===== src/rtl/hwpe_stream_streamer_sequencer_if.sv =====
// Command/flags record types and the handshake bundle joining the sequencer
// to its job source and to the streamer queue controller channels.
package hwpe_stream_streamer_sequencer_pkg;

    typedef struct packed {
        logic        req_start;
        logic [31:0] base_addr;
        logic [15:0] trans_size;
        logic [15:0] line_stride;
    } ctrl_sourcesink_t;

    typedef struct packed {
        logic ready_start;
        logic done;
        logic ready_fifo;
    } flags_sourcesink_t;

endpackage

interface hwpe_stream_streamer_sequencer_if
    import hwpe_stream_streamer_sequencer_pkg::*;
#(
    parameter int unsigned CNT_WIDTH = 16
);
    ctrl_sourcesink_t     job_ctrl;
    logic [CNT_WIDTH-1:0] job_n_cmd;
    logic                 job_valid;
    logic                 job_ready;

    ctrl_sourcesink_t     ctrl;
    logic                 ctrl_valid;
    logic                 ctrl_ready;

    flags_sourcesink_t    flags;
    logic                 flags_valid;
    logic                 flags_ready;

    // The sequencer side: accepts jobs, drives commands, consumes flags.
    modport master (
        input  job_ctrl, job_n_cmd, job_valid, ctrl_ready, flags, flags_valid,
        output job_ready, ctrl, ctrl_valid, flags_ready
    );

    modport slave (
        output job_ctrl, job_n_cmd, job_valid, ctrl_ready, flags, flags_valid,
        input  job_ready, ctrl, ctrl_valid, flags_ready
    );

endinterface


===== src/rtl/hwpe_stream_streamer_sequencer.sv =====
// Issues a job's worth of streamer commands with bounded in-flight credit and
// counts the completions returned on the flags channel.
module hwpe_stream_streamer_sequencer
    import hwpe_stream_streamer_sequencer_pkg::*;
#(
    parameter int unsigned CNT_WIDTH       = 16,
    parameter int unsigned MAX_OUTSTANDING = 2
)(
    input  logic                              clk_i,
    input  logic                              rst_i,
    input  logic                              clear_i,
    hwpe_stream_streamer_sequencer_if.master  seq,
    output logic                              busy_o,
    output logic                              done_o,
    output logic [CNT_WIDTH-1:0]              cmd_cnt_o
);

    localparam int unsigned    OUT_W   = $clog2(MAX_OUTSTANDING + 1);
    localparam logic [OUT_W-1:0] MAX_OUT = OUT_W'(MAX_OUTSTANDING);

    typedef enum logic [1:0] {IDLE, ISSUE, DRAIN, DONE} state_t;

    state_t               state_q, state_d;
    ctrl_sourcesink_t     ctrl_q;
    logic [CNT_WIDTH-1:0] n_cmd_q;
    logic [CNT_WIDTH-1:0] issued_q;
    logic [CNT_WIDTH-1:0] completed_q;
    logic [OUT_W-1:0]     outstanding_q;

    logic                 job_fire;
    logic                 ctrl_fire;
    logic                 comp_fire;
    logic [CNT_WIDTH-1:0] issued_inc;
    logic [CNT_WIDTH-1:0] completed_nxt;

    assign job_fire      = seq.job_valid & seq.job_ready;
    assign ctrl_fire     = seq.ctrl_valid & seq.ctrl_ready;
    assign comp_fire     = seq.flags_valid & seq.flags_ready & seq.flags.done
                           & (outstanding_q != '0);
    assign issued_inc    = issued_q + 1'b1;
    assign completed_nxt = completed_q + {{(CNT_WIDTH-1){1'b0}}, comp_fire};

    always_ff @(posedge clk_i or posedge rst_i) begin
        if (rst_i)
            state_q <= IDLE;
        else if (clear_i)
            state_q <= IDLE;
        else
            state_q <= state_d;
    end

    always_comb begin
        state_d = state_q;
        case (state_q)
            IDLE:  if (seq.job_valid)
                       state_d = (seq.job_n_cmd == '0) ? DONE : ISSUE;
            ISSUE: if (ctrl_fire && (issued_inc == n_cmd_q))
                       state_d = DRAIN;
            DRAIN: if (completed_nxt == n_cmd_q)
                       state_d = DONE;
            DONE:  state_d = IDLE;
            default: state_d = IDLE;
        endcase
    end

    // Valid depends only on registered credit, so a slot freed this cycle is
    // only reused on the following one.
    always_comb begin
        seq.job_ready         = (state_q == IDLE);
        seq.ctrl_valid        = (state_q == ISSUE) && (outstanding_q < MAX_OUT);
        seq.ctrl              = ctrl_q;
        seq.ctrl.req_start    = 1'b1;
        seq.flags_ready       = (state_q == ISSUE) || (state_q == DRAIN);
        busy_o                = (state_q != IDLE);
        done_o                = (state_q == DONE);
    end

    always_ff @(posedge clk_i or posedge rst_i) begin
        if (rst_i) begin
            ctrl_q        <= '0;
            n_cmd_q       <= '0;
            issued_q      <= '0;
            completed_q   <= '0;
            outstanding_q <= '0;
        end else if (clear_i) begin
            ctrl_q        <= '0;
            n_cmd_q       <= '0;
            issued_q      <= '0;
            completed_q   <= '0;
            outstanding_q <= '0;
        end else if (job_fire) begin
            ctrl_q        <= seq.job_ctrl;
            n_cmd_q       <= seq.job_n_cmd;
            issued_q      <= '0;
            completed_q   <= '0;
            outstanding_q <= '0;
        end else begin
            if (ctrl_fire)
                issued_q <= issued_inc;
            completed_q <= completed_nxt;
            case ({ctrl_fire, comp_fire})
                2'b10:   outstanding_q <= outstanding_q + 1'b1;
                2'b01:   outstanding_q <= outstanding_q - 1'b1;
                default: outstanding_q <= outstanding_q;
            endcase
        end
    end

    assign cmd_cnt_o = completed_q;

endmodule


===== src/flat_wrapper.sv =====
// flat-port wrapper written by rule: the top's interface ports become plain ports
module hwpe_stream_streamer_sequencer_flat import hwpe_stream_streamer_sequencer_pkg::*;
#(
    parameter int unsigned CNT_WIDTH       = 16,
    parameter int unsigned MAX_OUTSTANDING = 2
)
  (clk_i, rst_i, clear_i, busy_o, done_o, cmd_cnt_o, seq_job_ctrl, seq_job_n_cmd, seq_job_valid, seq_ctrl_ready, seq_flags, seq_flags_valid, seq_job_ready, seq_ctrl, seq_ctrl_valid, seq_flags_ready);
  hwpe_stream_streamer_sequencer_if #(.CNT_WIDTH(CNT_WIDTH)) seq_i ();
  input  logic clk_i;
  input  logic rst_i;
  input  logic clear_i;
  output logic busy_o;
  output logic done_o;
  output logic [CNT_WIDTH-1:0] cmd_cnt_o;
  input wire logic [$bits(seq_i.job_ctrl)-1:0] seq_job_ctrl;
  input wire logic [$bits(seq_i.job_n_cmd)-1:0] seq_job_n_cmd;
  input wire logic [$bits(seq_i.job_valid)-1:0] seq_job_valid;
  input wire logic [$bits(seq_i.ctrl_ready)-1:0] seq_ctrl_ready;
  input wire logic [$bits(seq_i.flags)-1:0] seq_flags;
  input wire logic [$bits(seq_i.flags_valid)-1:0] seq_flags_valid;
  output wire logic [$bits(seq_i.job_ready)-1:0] seq_job_ready;
  output wire logic [$bits(seq_i.ctrl)-1:0] seq_ctrl;
  output wire logic [$bits(seq_i.ctrl_valid)-1:0] seq_ctrl_valid;
  output wire logic [$bits(seq_i.flags_ready)-1:0] seq_flags_ready;
  assign seq_i.job_ctrl = seq_job_ctrl;
  assign seq_i.job_n_cmd = seq_job_n_cmd;
  assign seq_i.job_valid = seq_job_valid;
  assign seq_i.ctrl_ready = seq_ctrl_ready;
  assign seq_i.flags = seq_flags;
  assign seq_i.flags_valid = seq_flags_valid;
  assign seq_job_ready = seq_i.job_ready;
  assign seq_ctrl = seq_i.ctrl;
  assign seq_ctrl_valid = seq_i.ctrl_valid;
  assign seq_flags_ready = seq_i.flags_ready;
  hwpe_stream_streamer_sequencer #(.CNT_WIDTH(CNT_WIDTH), .MAX_OUTSTANDING(MAX_OUTSTANDING)) u_core (.clk_i(clk_i), .rst_i(rst_i), .clear_i(clear_i), .seq(seq_i), .busy_o(busy_o), .done_o(done_o), .cmd_cnt_o(cmd_cnt_o));
endmodule

===== config.mk =====
export PLATFORM = sky130hd
export DESIGN_NAME = hwpe_stream_streamer_sequencer_flat
export DESIGN_NICKNAME = d
export VERILOG_FILES = /design/src/rtl/hwpe_stream_streamer_sequencer_if.sv /design/src/rtl/hwpe_stream_streamer_sequencer.sv /design/src/flat_wrapper.sv
export SDC_FILE = /design/constraint.sdc
export NUM_CORES = 1
export LEC_CHECK = 0
export ABC_AREA = 1
export BUFFER_PORTS_ARGS = -buffer_cell sky130_fd_sc_hd__buf_4
export CORE_MARGIN = 4
export CORE_UTILIZATION = 33
export DETAILED_ROUTE_END_ITERATION = 16
export HOLD_SLACK_MARGIN = 0.12
export PLACE_DENSITY_LB_ADDON = 0.08
export SLEW_MARGIN = 20
export SYNTH_ARGS = -nofsm -noshare
export SYNTH_HDL_FRONTEND = slang
export SYNTH_SLANG_ARGS = --single-unit

===== constraint.sdc =====
create_clock -name clk_i -period 7.7 [get_ports clk_i]
set_input_delay 1.155 -clock clk_i [delete_from_list [all_inputs] [get_ports clk_i]]
set_output_delay 1.155 -clock clk_i [all_outputs]
set_load 0.01 [all_outputs]

==> results.py, run 1 <==
metrics = {
    "outcome": {
        "status": "finished, final reports clean",
    },
    "timing": {
        "tns_ns": 0,
        "grt_setup_unrepaired": "no",
        "slew_viol_final": 0,
        "layout_min_cycle_time_ns": 2.95,
        "whs_ns": 0.469,
        "worstMarginPinSlew_ns": 0.942,
        "fin_crit_sh": 0.383,
        "skew_ns": 0.00840,
        "finalHoldViolCount": 0,
        "fmax_mhz": 339,
        "finalSetupViolations": 0,
        "maxSlewHeadroom": 0.371,
    },
    "logic_synthesis": {
        "synth_xor_xnor_area_share": 0.0349,
        "muxShareOfSynthArea": 0,
        "synth_top_area_share": 0.490,
        "synth-seq-cells": 116,
        "synth_compound_area_frac": 0.0412,
        "yosys_warnings": 0,
        "synth-simple-area-share": 0.361,
        "synth_top_cell_by_area": "dfrtp_1",
        "synth.distinct_cells": 35,
        "yosysSeqAreaShare": 0.490,
        "synthFlopType": "dfrtp_1",
        "yosysMostFrequentCell": "nand2_1",
        "yosys-top-cells-count": "nand2_1 (270), nand3_1 (137), dfrtp_1 (116)",
        "synth_top_family_by_area": "simple AND/OR/NAND/NOR gates",
        "synth_edf_count": 0,
        "ys_top_cells_by_area": "dfrtp_1 (49%), nand2_1 (17%), nand3_1 (12%), inv_1 (3.3%), nor2_1 (3.0%)",
        "synthesis.area_um2": 5920,
        "synth_nets": 864,
        "async_flop_share": 1.00,
        "synthAdderAreaFrac": 0.0169,
        "syn_area_per_cell_um2": 7.73,
        "synthCells": 766,
    },
    "min_path": {
        "hold_depth": 2,
        "worst_hold_path_type": "flop to flop",
    },
    "placement": {
        "place.gp.congestion": 0.841,
        "dpl-instance-area_um2": 7410,
        "port_buffers": 171,
        "dpl.hpwl_um": 12500,
    },
    "setup_path": {
        "endpoint_kind": "flop",
        "criticalPathCategory": "flop to flop",
        "startpoint_type": "flop",
        "r2r_slack_ns": 4.75,
        "r2r_cells": 18,
        "worstPathArrival_ns": 3.26,
        "cp_max_fo": 5,
        "required_ns": 8.01,
    },
    "cells_and_area": {
        "synthToLayoutAreaGrowth_pct": 34.8,
        "antenna_cells": 0,
        "nNetsFinal": 1029,
        "finalInstanceArea_um2": 7980,
        "drive_gt1_frac": 0.245,
    },
    "die": {
        "core-area_um2": 17400,
        "io_pins": 176,
        "initial_core_util": 0.340,
        "fp-row-count": 48,
        "die_h_um": 142,
        "die_w_um": 142,
        "die-area_um2": 20100,
    },
    "pwr": {
        "peakVddDrop_v": 0.000141,
        "leakagePower_nw": 4.13,
        "total_power_mw": 2.06,
        "powerDensity_nw_per_um2": 259,
    },
    "clock_tree": {
        "clockRootBuffer": "clkbuf_16",
        "clock-sinks": 116,
        "cts_resized": 0,
        "hold_buffers": 0,
        "cts_buffers": 17,
        "htreeDepth": 4,
        "cts_tree": "built",
        "clock_path_buffers": 2,
        "post_cts_buffers": 0,
        "path_clk_slew_ns": 0.06,
        "clk_latency_ns": 0.42,
    },
    "routing": {
        "wl_per_cell_um": 15.0,
        "vias": 5535,
        "via_per_inst": 4.73,
        "drt-initial-drc-count": 292,
        "firstDrtPassIters": 7,
        "drc": 0,
        "finalWirelength_um": 17600,
        "antenna_left": 0,
    },
    "grt": {
        "grtUsageTotal": 0.181,
        "grt_pass1_vias": 5628,
        "antenna_found_initial": 0,
        "grt-ovfl-total": 0,
        "grt_pass1_wl_um": 28800,
        "grt_max_degree": 81,
    },
    "run": {
        "maxCapViolCount": 0,
    },
}
-- path summary, 6_finish.rpt --
path | start | to
worst min register to register | u_core.seq.ctrl[63] | u_core.seq.ctrl[63]
worst max-delay path | u_core.state_q[0] | u_core.state_q[0]
max in group asynchronous | rst_i | u_core.issued_q[11]
worst max register to register | u_core.state_q[0] | u_core.state_q[0]
min in group asynchronous | rst_i | u_core.seq.ctrl[2]
worst min-delay path | u_core.seq.ctrl[63] | u_core.seq.ctrl[63]
-- cell type report --
class	instances	area, um2
multi-input cells	564	2690
repair buffers	175	1310
inverters	57	218
clock buffers	17	425
fillers	1799	9440
clock inverters	15	146
well taps	225	282
flip-flops and latches	116	2900
-- flip-flops by register name, indices dropped and copies added, names as in the netlist --
signal	count
u_core.state_q	2
u_core.cmd_cnt_o	16
u_core.outstanding_q	2
u_core.seq.ctrl	64
u_core.issued_q	16
u_core.n_cmd_q	16
-- critical path: stages (launching register included) --
cell     delay, ns
dfrtp_1       0.41
inv_1         0.10
ha_1          0.33
nand4_1       0.15
inv_1         0.16
ha_1          0.23
nand3_1       0.15
nor2_1        0.25
nand4_1       0.19
nand2_1       0.11
nand2_1       0.05
nand2_1       0.05
nand2_1       0.05
nor2_1        0.16
nand3_1       0.15
nand2_2       0.11
nand3_1       0.09
nand2_1       0.07
nand2_1       0.04
-- power by group --
part | switching, mW | internal (mW)
sequential | 0.0638 | 0.698
combinational | 0.310 | 0.221
clock | 0.319 | 0.451
-- layer usage --
layer | GRT usage | part of all wire | up-vias
met2 | 0.283 | 0.46 | 139
met3 | 0.0773 | 0.079 | 13
met1 | 0.233 | 0.45 | 2572
li1 | - | - | 2811
met5 | 0 | 0 | -
met4 | 0.0455 | 0.012 | 0
-- placed cells by master, fill, tap and decap left out, types with 2 or more instances in the layout --
master      synthesis  routed
clkinvlp_4          0       4
xnor3_1             2       2
nor4_1              4       4
a21oi_1             7       7
inv_1              52      51
nand3_1           137     137
inv_2               3       3
o21bai_1            2       2
nand4_1            15      15
nor2_4              1       2
dfrtp_1           116     116
ha_1                8       8
o22ai_1             8       8
nor2_2             11      10
nor2_1             48      48
nand2_2             4       4
o21ai_0            23      23
clkbuf_16           0      17
xnor2_1             5       5
xor2_1              8       8
clkinv_2            1       2
clkinv_4            0       2
buf_4               1     175
nand2_1           270     270
inv_6               0       6
-- through the flow --
| step | worst slack (ns) | util | instances |
|---|---|---|---|
| 6_report | 4.75 | 0.458 | 1169 |
| 5_1_grt | 4.47 | 0.458 | 1169 |
| 4_1_cts | 4.75 | 0.458 | 1169 |
| 3_5_place_dp | 4.38 | 0.425 | 1137 |
| 3_3_place_gp | 4.40 | 0.425 | 1137 |
| 2_1_floorplan | 3.47 | - | 766 |
-- logic make-up (layout without fill, tap and decap cells) --
group / count (synthesis) / in the layout
AO/OA/AOI/OAI: 44 / 44
XOR/XNOR: 17 / 17
adder cells (fa/ha/maj): 8 / 8
buffers and inverters: 86 / 264
flip-flops: 116 / 116
other: 1 / 1
AND/OR/NAND/NOR: 494 / 494
Power figures use the tool's default switching activity.
==> inputs of run 2 (changes only) <==
==> constraint.sdc (replaced) <==
create_clock -name clk_i -period 2.43 [get_ports clk_i]
set_input_delay 0.3645 -clock clk_i [delete_from_list [all_inputs] [get_ports clk_i]]
set_output_delay 0.3645 -clock clk_i [all_outputs]
set_load 0.01 [all_outputs]
==> run 2 against run 1 <==
Against the previous run: clock-buffer cell count is 1 higher; the run now ends with setup timing left; sequential power rose to 3.2 times the previous value; register-to-register slack got worse by 4.9 ns; clock power grew to 3.5 times the previous value; critical path depth shrank 1.
==> results.py, run 2 (synthesis gave the netlist of run 1 again) <==
metrics = {
    "outcome": {
        "status": "finished, violations left",
        "violations": "setup timing",
    },
    "clock_tree": {
        "cts_buffers": 17,
        "path_clk_slew_ns": 0.06,
        "clock_path_buffers": 2,
        "clockRootBuffer": "clkbuf_16",
        "clock-sinks": 116,
        "htreeDepth": 4,
        "cts_tree": "built",
        "clk_latency_ns": 0.41,
    },
    "timing": {
        "skew_ns": 0.00696,
        "setup_ws_ns": -0.148,
        "maxSlewHeadroom": 0.550,
        "tns_ns": -0.281,
        "slew_viol_final": 0,
        "worstMarginPinSlew_ns": 0.675,
        "layout_min_cycle_time_ns": 2.58,
        "grt_setup_unrepaired": "yes",
        "whs_ns": 0.178,
        "fin_crit_sh": 1.06,
        "finalHoldViolCount": 0,
        "finalSetupViolations": 2,
        "fmax_mhz": 388,
    },
    "cells_and_area": {
        "mostFrequentLayoutCell": "nand2_1",
        "antenna_cells": 0,
        "finalInstanceArea_um2": 8530,
        "drive_gt1_frac": 0.298,
        "largest_register_ffs": 64,
        "fin_util": 0.490,
        "fillers": 1769,
        "mostFrequentLayoutCells": "nand2_1 (266), buf_4 (210), nand3_1 (130)",
        "nNetsFinal": 1068,
        "synthToLayoutAreaGrowth_pct": 44.2,
    },
    "die": {
        "core-area_um2": 17400,
        "io_pins": 176,
        "initial_core_util": 0.340,
        "fp-row-count": 48,
        "die-area_um2": 20100,
        "die_w_um": 142,
        "die_h_um": 142,
    },
    "placement": {
        "place.gp.congestion": 0.854,
        "dpl.hpwl_um": 13100,
        "place_ws_ns": -0.293,
        "port_buffers": 171,
        "dpl-instance-area_um2": 7700,
    },
    "grt": {
        "grt_pass1_wl_um": 29500,
        "grt_pass1_vias": 5779,
        "antenna_found_initial": 0,
        "grtUsageTotal": 0.184,
        "grt_max_degree": 81,
        "grt-ovfl-total": 0,
    },
    "pwr": {
        "peakVddDrop_v": 0.000554,
        "p_int_mw": 4.81,
        "power_frac_seq": 0.343,
        "p_sw_mw": 2.21,
        "power_frac_comb": 0.271,
        "p_sw_frac": 0.315,
        "leakagePower_nw": 4.38,
        "powerDensity_nw_per_um2": 823,
        "p_clk_frac": 0.387,
    },
    "routing": {
        "drc": 0,
        "antenna_left": 0,
        "via_per_inst": 4.78,
        "vias": 5770,
        "drt-initial-drc-count": 297,
        "finalWirelength_um": 18200,
        "firstDrtPassIters": 5,
        "wl_per_cell_um": 15.1,
    },
    "setup_path": {
        "r2r_cells": 17,
        "criticalPathCategory": "flop to flop",
        "worstPathArrival_ns": 2.88,
        "r2r_slack_ns": -0.15,
        "crit_start": "u_core.state_q[0]",
        "cp_max_fo": 3,
        "startpoint_type": "flop",
        "endpoint": "u_core.state_q[1]",
        "r2r_start": "u_core.state_q[0]",
        "required_ns": 2.73,
        "endpoint_kind": "flop",
        "regToRegEndpoint": "u_core.state_q[1]",
    },
    "min_path": {
        "worst_hold_path_type": "primary input to flop",
    },
    "run": {
        "maxCapViolCount": 0,
    },
}
[run 2: per-stage QoR]
stage,power (mW),cells
after floorplan,3.36,766
after global placement,4.28,1170
after detailed placement,4.29,1170
after CTS,7.13,1205
after global routing,7.46,1208
final,7.03,1208
[run 2: layout make-up]
class,instances,area (um2),share of cell area
flip-flops and latches,116,2900,0.340
clock buffers,18,439,0.0515
inverters,57,219,0.0257
multi-input cells,564,2840,0.333
clock inverters,14,201,0.0236
well taps,225,282,0.0330
repair buffers,214,1650,0.193
[run 2: repair_timing]
| item | 4_1_cts | 5_1_grt |
|---|---|---|
| hold buffers | 1 | 0 |
| setup endpoints to repair | 2 | 2 |
| resized for setup | 25 | 9 |
| pin swaps | 13 | 7 |
| buffers inserted | 2 | 3 |
| hold endpoints to repair | 65 | 0 |
[run 2: worst max-delay path, cell delays in order (launching register included)]
cell	delay [ns]
dfrtp_1	0.37
inv_2	0.06
ha_4	0.26
nand4_1	0.13
inv_2	0.16
ha_4	0.18
nand2_2	0.07
nor2_4	0.17
buf_4	0.13
nand3_2	0.10
xnor3_1	0.22
nand2_1	0.07
nor2_2	0.13
nand3_2	0.12
nand2_2	0.10
nand3_2	0.07
nand2_1	0.07
nand2_1	0.05
[run 2: power groups by stage]
stage | Sequential (mW) | Clock (mW) | Combinational [mW]
floorplan | 2.50 | 0 | 0.851
global placement | 2.43 | 0 | 1.85
detailed placement | 2.43 | 0 | 1.86
CTS | 2.41 | 2.80 | 1.92
global route | 2.44 | 2.89 | 2.12
finish | 2.41 | 2.72 | 1.90
[run 2: how the worst min path moves through the flow]
stage	start	endpoint	slack (ns)	depth (start not counted)
6_report	seq_job_ctrl[23]	u_core.seq.ctrl[23]	0.18	3
4_1_cts	seq_job_ctrl[23]	u_core.seq.ctrl[23]	0.16	3
5_1_grt	seq_job_ctrl[18]	u_core.seq.ctrl[18]	0.16	3
3_5_place_dp	u_core.seq.ctrl[48]	u_core.seq.ctrl[48]	0.46	2
2_1_floorplan	u_core.outstanding_q[0]	u_core.outstanding_q[0]	0.46	1
3_3_place_gp	u_core.seq.ctrl[4]	u_core.seq.ctrl[4]	0.46	2
[run 2: metal layers]
metal	GRT usage	vias up	wire, um
li1	-	2889	-
met1	0.226	2692	7680
met2	0.299	173	8710
met3	0.0796	16	1630
met4	0.0449	0	203
met5	0	-	0
